--- config.mk ---
export PLATFORM = sky130hd
export DESIGN_NAME = act_weight_dispatcher
export DESIGN_NICKNAME = d
export VERILOG_FILES = /design/src/rtl/act_weight_dispatcher.sv
export SDC_FILE = /design/constraint.sdc
export NUM_CORES = 1
export LEC_CHECK = 0
export CAP_MARGIN = 20
export CORE_MARGIN = 2
export CORE_UTILIZATION = 55
export CTS_BUF_LIST = sky130_fd_sc_hd__clkbuf_2 sky130_fd_sc_hd__clkbuf_4 sky130_fd_sc_hd__clkbuf_8
export DETAILED_ROUTE_END_ITERATION = 8
export PLACE_DENSITY = 0.73
export SLEW_MARGIN = 20
export SYNTH_ARGS = -nofsm -noshare
export SYNTH_HDL_FRONTEND = slang
export SYNTH_SLANG_ARGS = --single-unit
--- constraint.sdc ---
create_clock -name clk -period 5 [get_ports clk]
set_clock_uncertainty 0.2 [all_clocks]
set_input_delay 1.5 -clock clk [delete_from_list [all_inputs] [get_ports clk]]
set_output_delay 1.5 -clock clk [all_outputs]
set_load 0.01 [all_outputs]
--- src/rtl/act_weight_dispatcher.sv ---
// Activation/weight dispatcher: buffers one iteration of activation groups and replays them once per weight.
// Optional macro DISPATCHER_REP_SKIP_EN: emit one beat per repetition leader instead of one per position.
module act_weight_dispatcher #(
  parameter int DATA_WIDTH             = 8,
  parameter int GROUP_SIZE             = 4,
  parameter int REP_INFO               = GROUP_SIZE * GROUP_SIZE,
  parameter int MAX_READS              = 16,
  parameter int LOG_MAX_ITERS          = 16,
  parameter int LOG_MAX_READS_PER_ITER = 16
) (
  input  logic                                   clk,
  input  logic                                   rst,
  input  logic                                   configure,
  input  logic [LOG_MAX_ITERS-1:0]               num_iters,
  input  logic [LOG_MAX_READS_PER_ITER-1:0]      num_reads_per_iter,
  input  logic [DATA_WIDTH*GROUP_SIZE+REP_INFO-1:0] act_data_in,
  input  logic                                   act_valid_in,
  output logic                                   act_avail_out,
  input  logic [DATA_WIDTH-1:0]                  weight_data_in,
  input  logic                                   weight_valid_in,
  output logic                                   weight_avail_out,
  output logic [2*DATA_WIDTH+GROUP_SIZE-1:0]     data_out,
  output logic                                   valid_out,
  input  logic                                   avail_in,
  output logic                                   done_out
);
  // state  | meaning
  // IDLE   | waiting for a configure with nonzero parameters
  // LOAD   | accepting the iteration's activation groups into the buffer
  // WAIT_W | waiting for the weight of the next iteration
  // SEND   | replaying the buffer, one beat per emitting position
  // DONE   | letting the final beat drain, then pulsing done_out

  localparam int ACT_W = DATA_WIDTH * GROUP_SIZE + REP_INFO;
  localparam int VAL_W = DATA_WIDTH * GROUP_SIZE;
  localparam int PTR_W = (MAX_READS > 1) ? $clog2(MAX_READS) : 1;
  localparam int POS_W = (GROUP_SIZE > 1) ? $clog2(GROUP_SIZE) : 1;

  typedef enum logic [2:0] {S_IDLE, S_LOAD, S_WAIT_W, S_SEND, S_DONE} state_t;
  state_t state_q, state_d;

  logic [ACT_W-1:0]         act_buf [MAX_READS];
  logic [PTR_W-1:0]         wr_ptr, rd_ptr, last_idx;
  logic [POS_W-1:0]         pos_ptr, lead_pos;
  logic [LOG_MAX_ITERS-1:0] iter_cnt, iters_q, iter_inc;
  logic [DATA_WIDTH-1:0]    weight_q, beat_w, beat_val;
  logic [ACT_W-1:0]         cur_grp;
  logic [GROUP_SIZE-1:0]    leaders, remaining, rest, beat_mask;
  logic lead_found, out_free, start_ok, act_acc, w_acc, step_en;
  logic grp_adv, beat_load, last_grp, done_d;

  assign cur_grp = act_buf[rd_ptr];

`ifndef DISPATCHER_REP_SKIP_EN
  logic [REP_INFO-1:0] unused_rep;
  assign unused_rep = cur_grp[ACT_W-1 -: REP_INFO];
`endif

  // Find the next emitting position at or after pos_ptr in the current group.
  always_comb begin
    leaders   = '0;
    remaining = '0;
    for (int j = 0; j < GROUP_SIZE; j++) begin
`ifdef DISPATCHER_REP_SKIP_EN
      leaders[j] = |cur_grp[VAL_W + j*GROUP_SIZE +: GROUP_SIZE];
`else
      leaders[j] = 1'b1;
`endif
      remaining[j] = leaders[j] && (POS_W'(j) >= pos_ptr);
    end
    lead_found = 1'b0;
    lead_pos   = '0;
    for (int j = GROUP_SIZE - 1; j >= 0; j--) begin
      if (remaining[j]) begin
        lead_found = 1'b1;
        lead_pos   = POS_W'(j);
      end
    end
    rest = remaining;
    if (lead_found) rest[lead_pos] = 1'b0;
    beat_val = cur_grp[lead_pos*DATA_WIDTH +: DATA_WIDTH];
`ifdef DISPATCHER_REP_SKIP_EN
    beat_mask = cur_grp[VAL_W + lead_pos*GROUP_SIZE +: GROUP_SIZE];
`else
    beat_mask = '0;
    beat_mask[lead_pos] = 1'b1;
`endif
  end

  always_ff @(posedge clk) begin
    if (!rst) state_q <= S_IDLE;
    else      state_q <= state_d;
  end

  always_comb begin
    state_d          = state_q;
    act_avail_out    = (state_q == S_LOAD);
    weight_avail_out = (state_q == S_WAIT_W);
    act_acc          = act_avail_out && act_valid_in;
    w_acc            = weight_avail_out && weight_valid_in;
    out_free         = !valid_out || avail_in;
    start_ok         = (num_iters != '0) && (num_reads_per_iter != '0);
    last_grp         = (rd_ptr == last_idx);
    iter_inc         = iter_cnt + 1'b1;
    beat_w           = (state_q == S_WAIT_W) ? weight_data_in : weight_q;
    step_en          = out_free && ((state_q == S_SEND) || w_acc);
    beat_load        = 1'b0;
    grp_adv          = 1'b0;
    done_d           = 1'b0;
    case (state_q)
      S_LOAD:   if (act_acc && (wr_ptr == last_idx)) state_d = S_WAIT_W;
      S_WAIT_W: if (w_acc) state_d = S_SEND;
      S_DONE: begin
        if (out_free) begin
          done_d  = 1'b1;
          state_d = S_IDLE;
        end
      end
      default: ;
    endcase
    // The first beat is scanned in the acceptance cycle so it appears right after the weight edge.
    if (step_en) begin
      beat_load = lead_found;
      grp_adv   = !lead_found || (rest == '0);
      if (grp_adv && last_grp) state_d = (iter_inc >= iters_q) ? S_DONE : S_WAIT_W;
    end
    if (configure) begin
      state_d   = start_ok ? S_LOAD : S_IDLE;
      beat_load = 1'b0;
      grp_adv   = 1'b0;
      done_d    = 1'b0;
    end
  end

  always_ff @(posedge clk) begin
    if (!rst) begin
      valid_out <= 1'b0;
      data_out  <= '0;
      done_out  <= 1'b0;
      wr_ptr    <= '0;
      rd_ptr    <= '0;
      pos_ptr   <= '0;
      iter_cnt  <= '0;
      iters_q   <= '0;
      last_idx  <= '0;
      weight_q  <= '0;
    end else begin
      done_out <= done_d;
      if (configure) begin
        valid_out <= 1'b0;
        wr_ptr    <= '0;
        rd_ptr    <= '0;
        pos_ptr   <= '0;
        iter_cnt  <= '0;
        iters_q   <= num_iters;
        last_idx  <= (num_reads_per_iter > LOG_MAX_READS_PER_ITER'(MAX_READS))
                     ? PTR_W'(MAX_READS - 1)
                     : PTR_W'(num_reads_per_iter - 1'b1);
      end else begin
        if (valid_out && avail_in) valid_out <= 1'b0;
        if (act_acc) wr_ptr <= (wr_ptr == last_idx) ? '0 : wr_ptr + 1'b1;
        if (w_acc) begin
          weight_q <= weight_data_in;
          rd_ptr   <= '0;
          pos_ptr  <= '0;
        end
        if (beat_load) begin
          valid_out <= 1'b1;
          data_out  <= {beat_mask, beat_w, beat_val};
          if (!grp_adv) pos_ptr <= lead_pos + 1'b1;
        end
        if (grp_adv) begin
          pos_ptr <= '0;
          if (last_grp) begin
            rd_ptr   <= '0;
            iter_cnt <= iter_inc;
          end else begin
            rd_ptr <= rd_ptr + 1'b1;
          end
        end
      end
    end
  end

  always_ff @(posedge clk) begin
    if (rst && act_acc && !configure) act_buf[wr_ptr] <= act_data_in;
  end

endmodule
==> reports/qor.csv, run 1 <==
metric,value,unit
Die Height,212.9,um
post-cts sizing count,0,
number of buffers created by CTS,94,
I/O pins,118,
CP Max Fanout,10,
area of the multi-input gates,6686,um2
RePlAce Congestion,0.8106,
post-synthesis cell area,23990,um2
area of the core,43080,um2
first-pass GRT wire length,80140,um
nets,1660,
Layout Cells excl Fill,2203,
Reg area,17050,um2
H-tree Lvls,3,
CTS tree,built,
sequential fraction of the synthesis area,0.7101,
RSZ-0062 raised after global routing,no,
worst path required time,3300,ps
"Net Count, Synth",1503,
Final period util,0.7458,
Post-synth EDFFs,512,
"CTS clk-pin slew, worst paths",60,ps
Area Overhead vs Synth,15.65,%
Hold WC Path Type,register to register,
post-detailed-routing wire length,53670,um
total iterations of the first detailed-routing run,5,
critical path type,register to output port,
Tightest Pin Transition,1048,ps
status,"finished, final reports clean",
# Post-CTS Setup Buffers,0,
fillers,2994,
Psw,0.001974,W
post-route ant nets,0,
pin count of the biggest net entering global routing,58,
DR vias,13230,
clock sink count,595,
Initial Util,0.5570,
row count,76,
clock share of power,0.410,
max-capacitance violation count,0,
TNS Setup,0,ps
IO buf count,101,
Pins Over Slew Limit,0,
max frequency,268.2,MHz
Cell variety after synth,57,
setup violators final,0,
Tmin final,3729,ps
layout cells sized above 1,0.2209,
initial DRC count,1436,
CP startpoint kind,register,
initial antenna violation count,3,
yosys warns,0,
Vias/cell,6.007,
overall routing resource usage,0.2432,
crit path DAT,2030,ps
vias in the first global route,13210,
syn_area_per_cell,17.39,um2
Mapped Cells,1380,
Int Pwr,0.007546,W
Root Driver,clkbuf_8,
LEAKAGE,8.751,nW
Final Core Density,0.6441,
final hold viol count,0,
Flop pwr share,0.568,
GRT overflow,0,
placed cell area,25940,um2
hold_buf cts,0,
dpl cells,2026,
wire per inst,24.36,um
combinational share of power,0.022,
VDD IR max,0.2281,mV
clk_lat worst skew,650,ps
switching share of power,0.2073,
Crit. End Element,output port,
DP Wirelength,31190,um
Async SR Flop Fraction,0,
CTS Buffer Depth,3,
die area,45310,um2
power density cells,343.1,nW/um2
Design Power,0.009520,W
#FFs+latches synth,595,
Post-route DRC,0,
Slew headroom,0.3007,
Die Wd,212.9,um
dominant synthesized flop cell,edfxtp_1,
post-route cell area,27750,um2
[flip-flops by register name, summed over array words and instances, names as in the netlist, named ones only]
register   cells
valid_out      1
data_out      20
wr_ptr         4
rd_ptr         4
weight_q       8
iter_cnt      16
iters_q       16
act_buf      512
pos_ptr        2
done_out       1
last_idx       4
state_q        3
[per-layer routing]
metal / track usage / vias up / part of all wire
met5: 0 / - / 0.00020
met4: 0.1160 / 2 / 0.036
met3: 0.04486 / 116 / 0.082
met2: 0.3748 / 600 / 0.47
met1: 0.3396 / 6664 / 0.41
li1: - / 5851 / -
[layout by cell type (no fill, tap or decap), types with 25 or more instances in the layout]
cell | Yosys | final
nand2_1 | 48 | 48
clkbuf_8 | 0 | 96
mux2i_1 | 47 | 47
edfxtp_1 | 512 | 512
dfxtp_1 | 83 | 80
clkdlybuf4s50_1 | 0 | 100
mux2_2 | 35 | 35
mux4_2 | 114 | 114
buf_4 | 6 | 31
nor2b_1 | 25 | 25
ha_1 | 29 | 29
nand3_1 | 91 | 91
clkinv_1 | 0 | 36
nand4_1 | 27 | 27
[metrics by stage]
step           setup WS [ps]  hold WS [ps]
6_report                1271         281.3
3_3_place_gp           771.9         266.8
2_1_floorplan          681.5         256.7
4_1_cts                 1223         285.7
3_5_place_dp           738.6         277.7
5_1_grt                 1142         310.6
[Yosys cell counts, drive strengths merged, types with 5 or more instances]
cell type	count	area share
o211ai	15	0.0047
mux4	114	0.11
nand4	27	0.0070
a21oi	24	0.0050
nor4	7	0.0018
and2	5	0.0013
or3	7	0.0018
xor2	14	0.0051
nand2b	9	0.0023
mux2	35	0.016
nor2	37	0.0059
clkbuf	39	0.0061
edfxtp	512	0.64
a21boi	10	0.0031
nor2b	25	0.0065
xnor2	20	0.0073
mux2i	47	0.020
ha	29	0.015
inv	22	0.0034
nand2	48	0.0075
o21ai	32	0.0067
buf	40	0.0085
o211a	8	0.0033
o2111ai	7	0.0026
dfxtp	83	0.069
nand3	91	0.019
o221ai	8	0.0029
o22ai	14	0.0037
nor3	10	0.0021
[power groups by stage]
stage	clock network (W)	registers (W)	logic (W)
2_1_floorplan	0	0.00551	0.0000678
3_3_place_gp	0	0.00551	0.000200
3_5_place_dp	0	0.00551	0.000210
4_1_cts	0.00400	0.00541	0.000211
5_1_grt	0.00423	0.00541	0.000229
6_report	0.00390	0.00541	0.000210
[worst paths after layout]
check / start / to / slack, ps / depth (start not counted)
worst max register to register: iter_cnt[2]$_SDFFE_PP0P_ / state_q[1]$_SDFF_PP0_ / 1880 / 11
worst min register to register: weight_q[0]$_SDFFE_PN0P_ / weight_q[0]$_SDFFE_PN0P_ / 280 / 2
worst max-delay path: state_q[1]$_SDFF_PP0_ / weight_avail_out / 1270 / 3
worst min-delay path: weight_q[0]$_SDFFE_PN0P_ / weight_q[0]$_SDFFE_PN0P_ / 280 / 2
[cell type report]
class,instances,share of cell area
Clock inverter,59,0.01168
Inverter,22,0.002976
Tap cell,585,0.02638
Antenna cell,2,0.0001804
Clock buffer,116,0.05303
Timing Repair Buffer,140,0.05042
Multi-Input combinational cell,684,0.2410
Sequential cell,595,0.6143
[logic make-up after synthesis]
kind of cell    Yosys count  synth area share
buf+inv                 101           0.01804
mux                     196            0.1431
simple gates            288           0.06305
compound gates          137           0.03823
xor+xnor                 34           0.01241
fa+ha+maj                29           0.01512
flops                   595            0.7101
[worst max-delay path: stages, from the launching register on]
cell,delay (ps)
dfxtp_1,370
nor3b_2,180
buf_4,250
clkdlybuf4s50_1,570
Power figures use the tool's default switching activity.
==> run 2: changes to the inputs <==
PLACE_DENSITY = 0.7   (was 0.73)
clock period = 3.56 ns   (was 5 ns; I/O delays follow)
==> run 2 against run 1 <==
Non-clock buffer count grew 23. Die area stayed put. Via count up 0.32%. Global-route usage fell by 0.093 points. Hold slack lost 2.2 ps. Register-to-register slack got worse by 1400 ps. Power increased by 44%. Combinational power is 40% higher. Critical path depth decreased by 1. Largest cell class unchanged. Flip-flop and latch count did not move. Sequential power increased by 40%. Clock power grew 49%. Critical endpoint is now act_avail_out.
==> reports/qor.csv, run 2 (synthesis gave the netlist of run 1 again) <==
metric,value,unit,change
Design Power,0.01371,W,was 0.009520 W
largest reg by FF count,act_buf,,unchanged
Tmin final,3339,ps,
IO buf count,101,,unchanged
flop2flop setup slack,470,ps,was 1880 ps
max incr delay on CP,620,ps,was 570 ps
vias in the first global route,13460,,was 13.21k
RSZ-0062 raised after global routing,no,,unchanged
Layout Cells excl Fill,2225,,was 2203
area of the multi-input gates,6684,um2,was 6686 um2
DR vias,13280,,was 13.23k
LEAKAGE,8.986,nW,was 8.751 nW
worst path required time,2290,ps,was 3300 ps
I/O pins,118,,unchanged
post-detailed-routing wire length,53510,um,was 53670 um
Final WS setup,221.3,ps,was 1271 ps
Tightest Pin Transition,837.4,ps,was 1048 ps
dpl ws,87.27,ps,was 738.6 ps
area of the core,43080,um2,unchanged
R2R cell count,11,,unchanged
GRT overflow,0,,unchanged
highest-delay cell along the critical path,clkdlybuf4s50_1,,unchanged
status,"finished, final reports clean",,unchanged
max-capacitance violation count,0,,unchanged
Slew headroom,0.4406,,was 0.3007
hold_buf cts,0,,unchanged
CP startpoint kind,register,,unchanged
Hold WC Path Type,register to register,,unchanged
hold path start,weight_q[0]$_SDFFE_PN0P_,,unchanged
critical path type,register to output port,,unchanged
R2R Path Start,iter_cnt[2]$_SDFFE_PP0P_,,unchanged
post-route ant nets,0,,unchanged
Final Core Density,0.6559,,was 0.6441
CTS Buffer Depth,3,,unchanged
Final period util,0.9379,,
Crit. End Element,output port,,unchanged
Vias/cell,5.967,,was 6.007
initial antenna violation count,3,,unchanged
crit path DAT,2070,ps,was 2030 ps
"leading cell type in the layout, fill and taps excluded",edfxtp_1,,unchanged
clock sink count,595,,unchanged
first-pass GRT wire length,80340,um,was 80140 um
clk_lat worst skew,670,ps,was 650 ps
total iterations of the first detailed-routing run,7,,was 5
H-tree Lvls,3,,unchanged
most frequent cells in the layout,"edfxtp_1 (512), mux4_2 (114), clkbuf_8 (110)",,"was edfxtp_1 (512), mux4_2 (114), clkdlybuf4s50_1 (100)"
RePlAce Congestion,0.8123,,was 0.8106
Root Driver,clkbuf_8,,unchanged
dpl cells,2049,,was 2026
layout cells sized above 1,0.2422,,was 0.2209
row count,76,,unchanged
initial DRC count,1329,,was 1436
Reg area,17040,um2,was 17050 um2
max FFs per register,512,,unchanged
pin count of the biggest net entering global routing,58,,unchanged
max frequency,299.5,MHz,
CTS tree,built,,unchanged
post-cts sizing count,0,,unchanged
VDD IR max,0.2798,mV,was 0.2281 mV
biggest regs,"act_buf x512, data_out x20",,unchanged
CP Max Fanout,6,,was 10
final hold viol count,0,,unchanged
fillers,2950,,was 2994
Area Overhead vs Synth,17.77,%,was 15.65%
power density cells,485.2,nW/um2,was 343.1 nW/um2
Pins Over Slew Limit,0,,unchanged
Post-route DRC,0,,unchanged
Die Height,212.9,um,unchanged
# Post-CTS Setup Buffers,0,,unchanged
Die Wd,212.9,um,unchanged
"CTS clk-pin slew, worst paths",60,ps,about the same
wire per inst,24.05,um,was 24.36 um
nets,1684,,was 1660
number of buffers created by CTS,95,,was 94
setup violators final,0,,unchanged
r2r endpoint,state_q[1]$_SDFF_PP0_,,unchanged
Initial Util,0.5570,,unchanged
die area,45310,um2,unchanged
TNS Setup,0,ps,unchanged
CP cell instances,nor3b_1 -> clkdlybuf4s50_1,,was nor3b_2 -> buf_4 -> clkdlybuf4s50_1
overall routing resource usage,0.2423,,was 0.2432
DP Wirelength,32500,um,was 31190 um
Hold Crit Depth,2,,unchanged
Hold Path End,weight_q[0]$_SDFFE_PN0P_,,unchanged
-- run 2: worst max-delay path by stage --
stage                     depth (start not counted)  slack [ps]                  endpoint             startpoint
after floorplan                                   6        -330  act_buf[12][0]$_DFFE_PP_              configure
after global placement                            6          80   act_buf[0][9]$_DFFE_PP_              configure
after detailed placement                          6          90   act_buf[0][0]$_DFFE_PP_              configure
after CTS                                         2         180             act_avail_out  state_q[0]$_SDFF_PN0_
after global routing                              2          70             act_avail_out  state_q[0]$_SDFF_PN0_
final                                             2         220             act_avail_out  state_q[0]$_SDFF_PN0_
-- run 2: per-layer routing --
metal | up-vias | GRT usage | routed length [um]
met5 | - | 0 | 30
met4 | 4 | 0.08367 | 1057
met3 | 73 | 0.05236 | 4182
met2 | 533 | 0.3940 | 26210
met1 | 6776 | 0.3273 | 22030
li1 | 5890 | - | -
-- run 2: area by class of cell --
type / instances / share of cell area
Sequential cell: 595 / 0.6032
Multi-Input combinational cell: 684 / 0.2366
Clock buffer: 145 / 0.06288
Timing Repair Buffer: 163 / 0.06270
Tap cell: 585 / 0.02591
Clock inverter: 30 / 0.005713
Inverter: 22 / 0.002923
Antenna cell: 1 / 0.00008857
-- run 2: per-stage QoR --
step           area, um2  hold slack (ps)
3_3_place_gp       26310            265.8
4_1_cts            28250            281.6
5_1_grt            28250            304.8
2_1_floorplan      24010            256.7
6_report           28250            279.1
3_5_place_dp       26310            273.6
-- run 2: power by group --
part	switching (W)	internal, W
logic	0.000165	0.000129
registers	0.0000140	0.00758
clock network	0.00257	0.00324
total	0.00275	0.0110
-- run 2: critical path: cells and delay by family (launching register included) --
| family | cells | cell delay, ps |
|---|---|---|
| buffers and inverters | 1 | 620 |
| DFF | 1 | 420 |
| and+or+nand+nor | 1 | 370 |
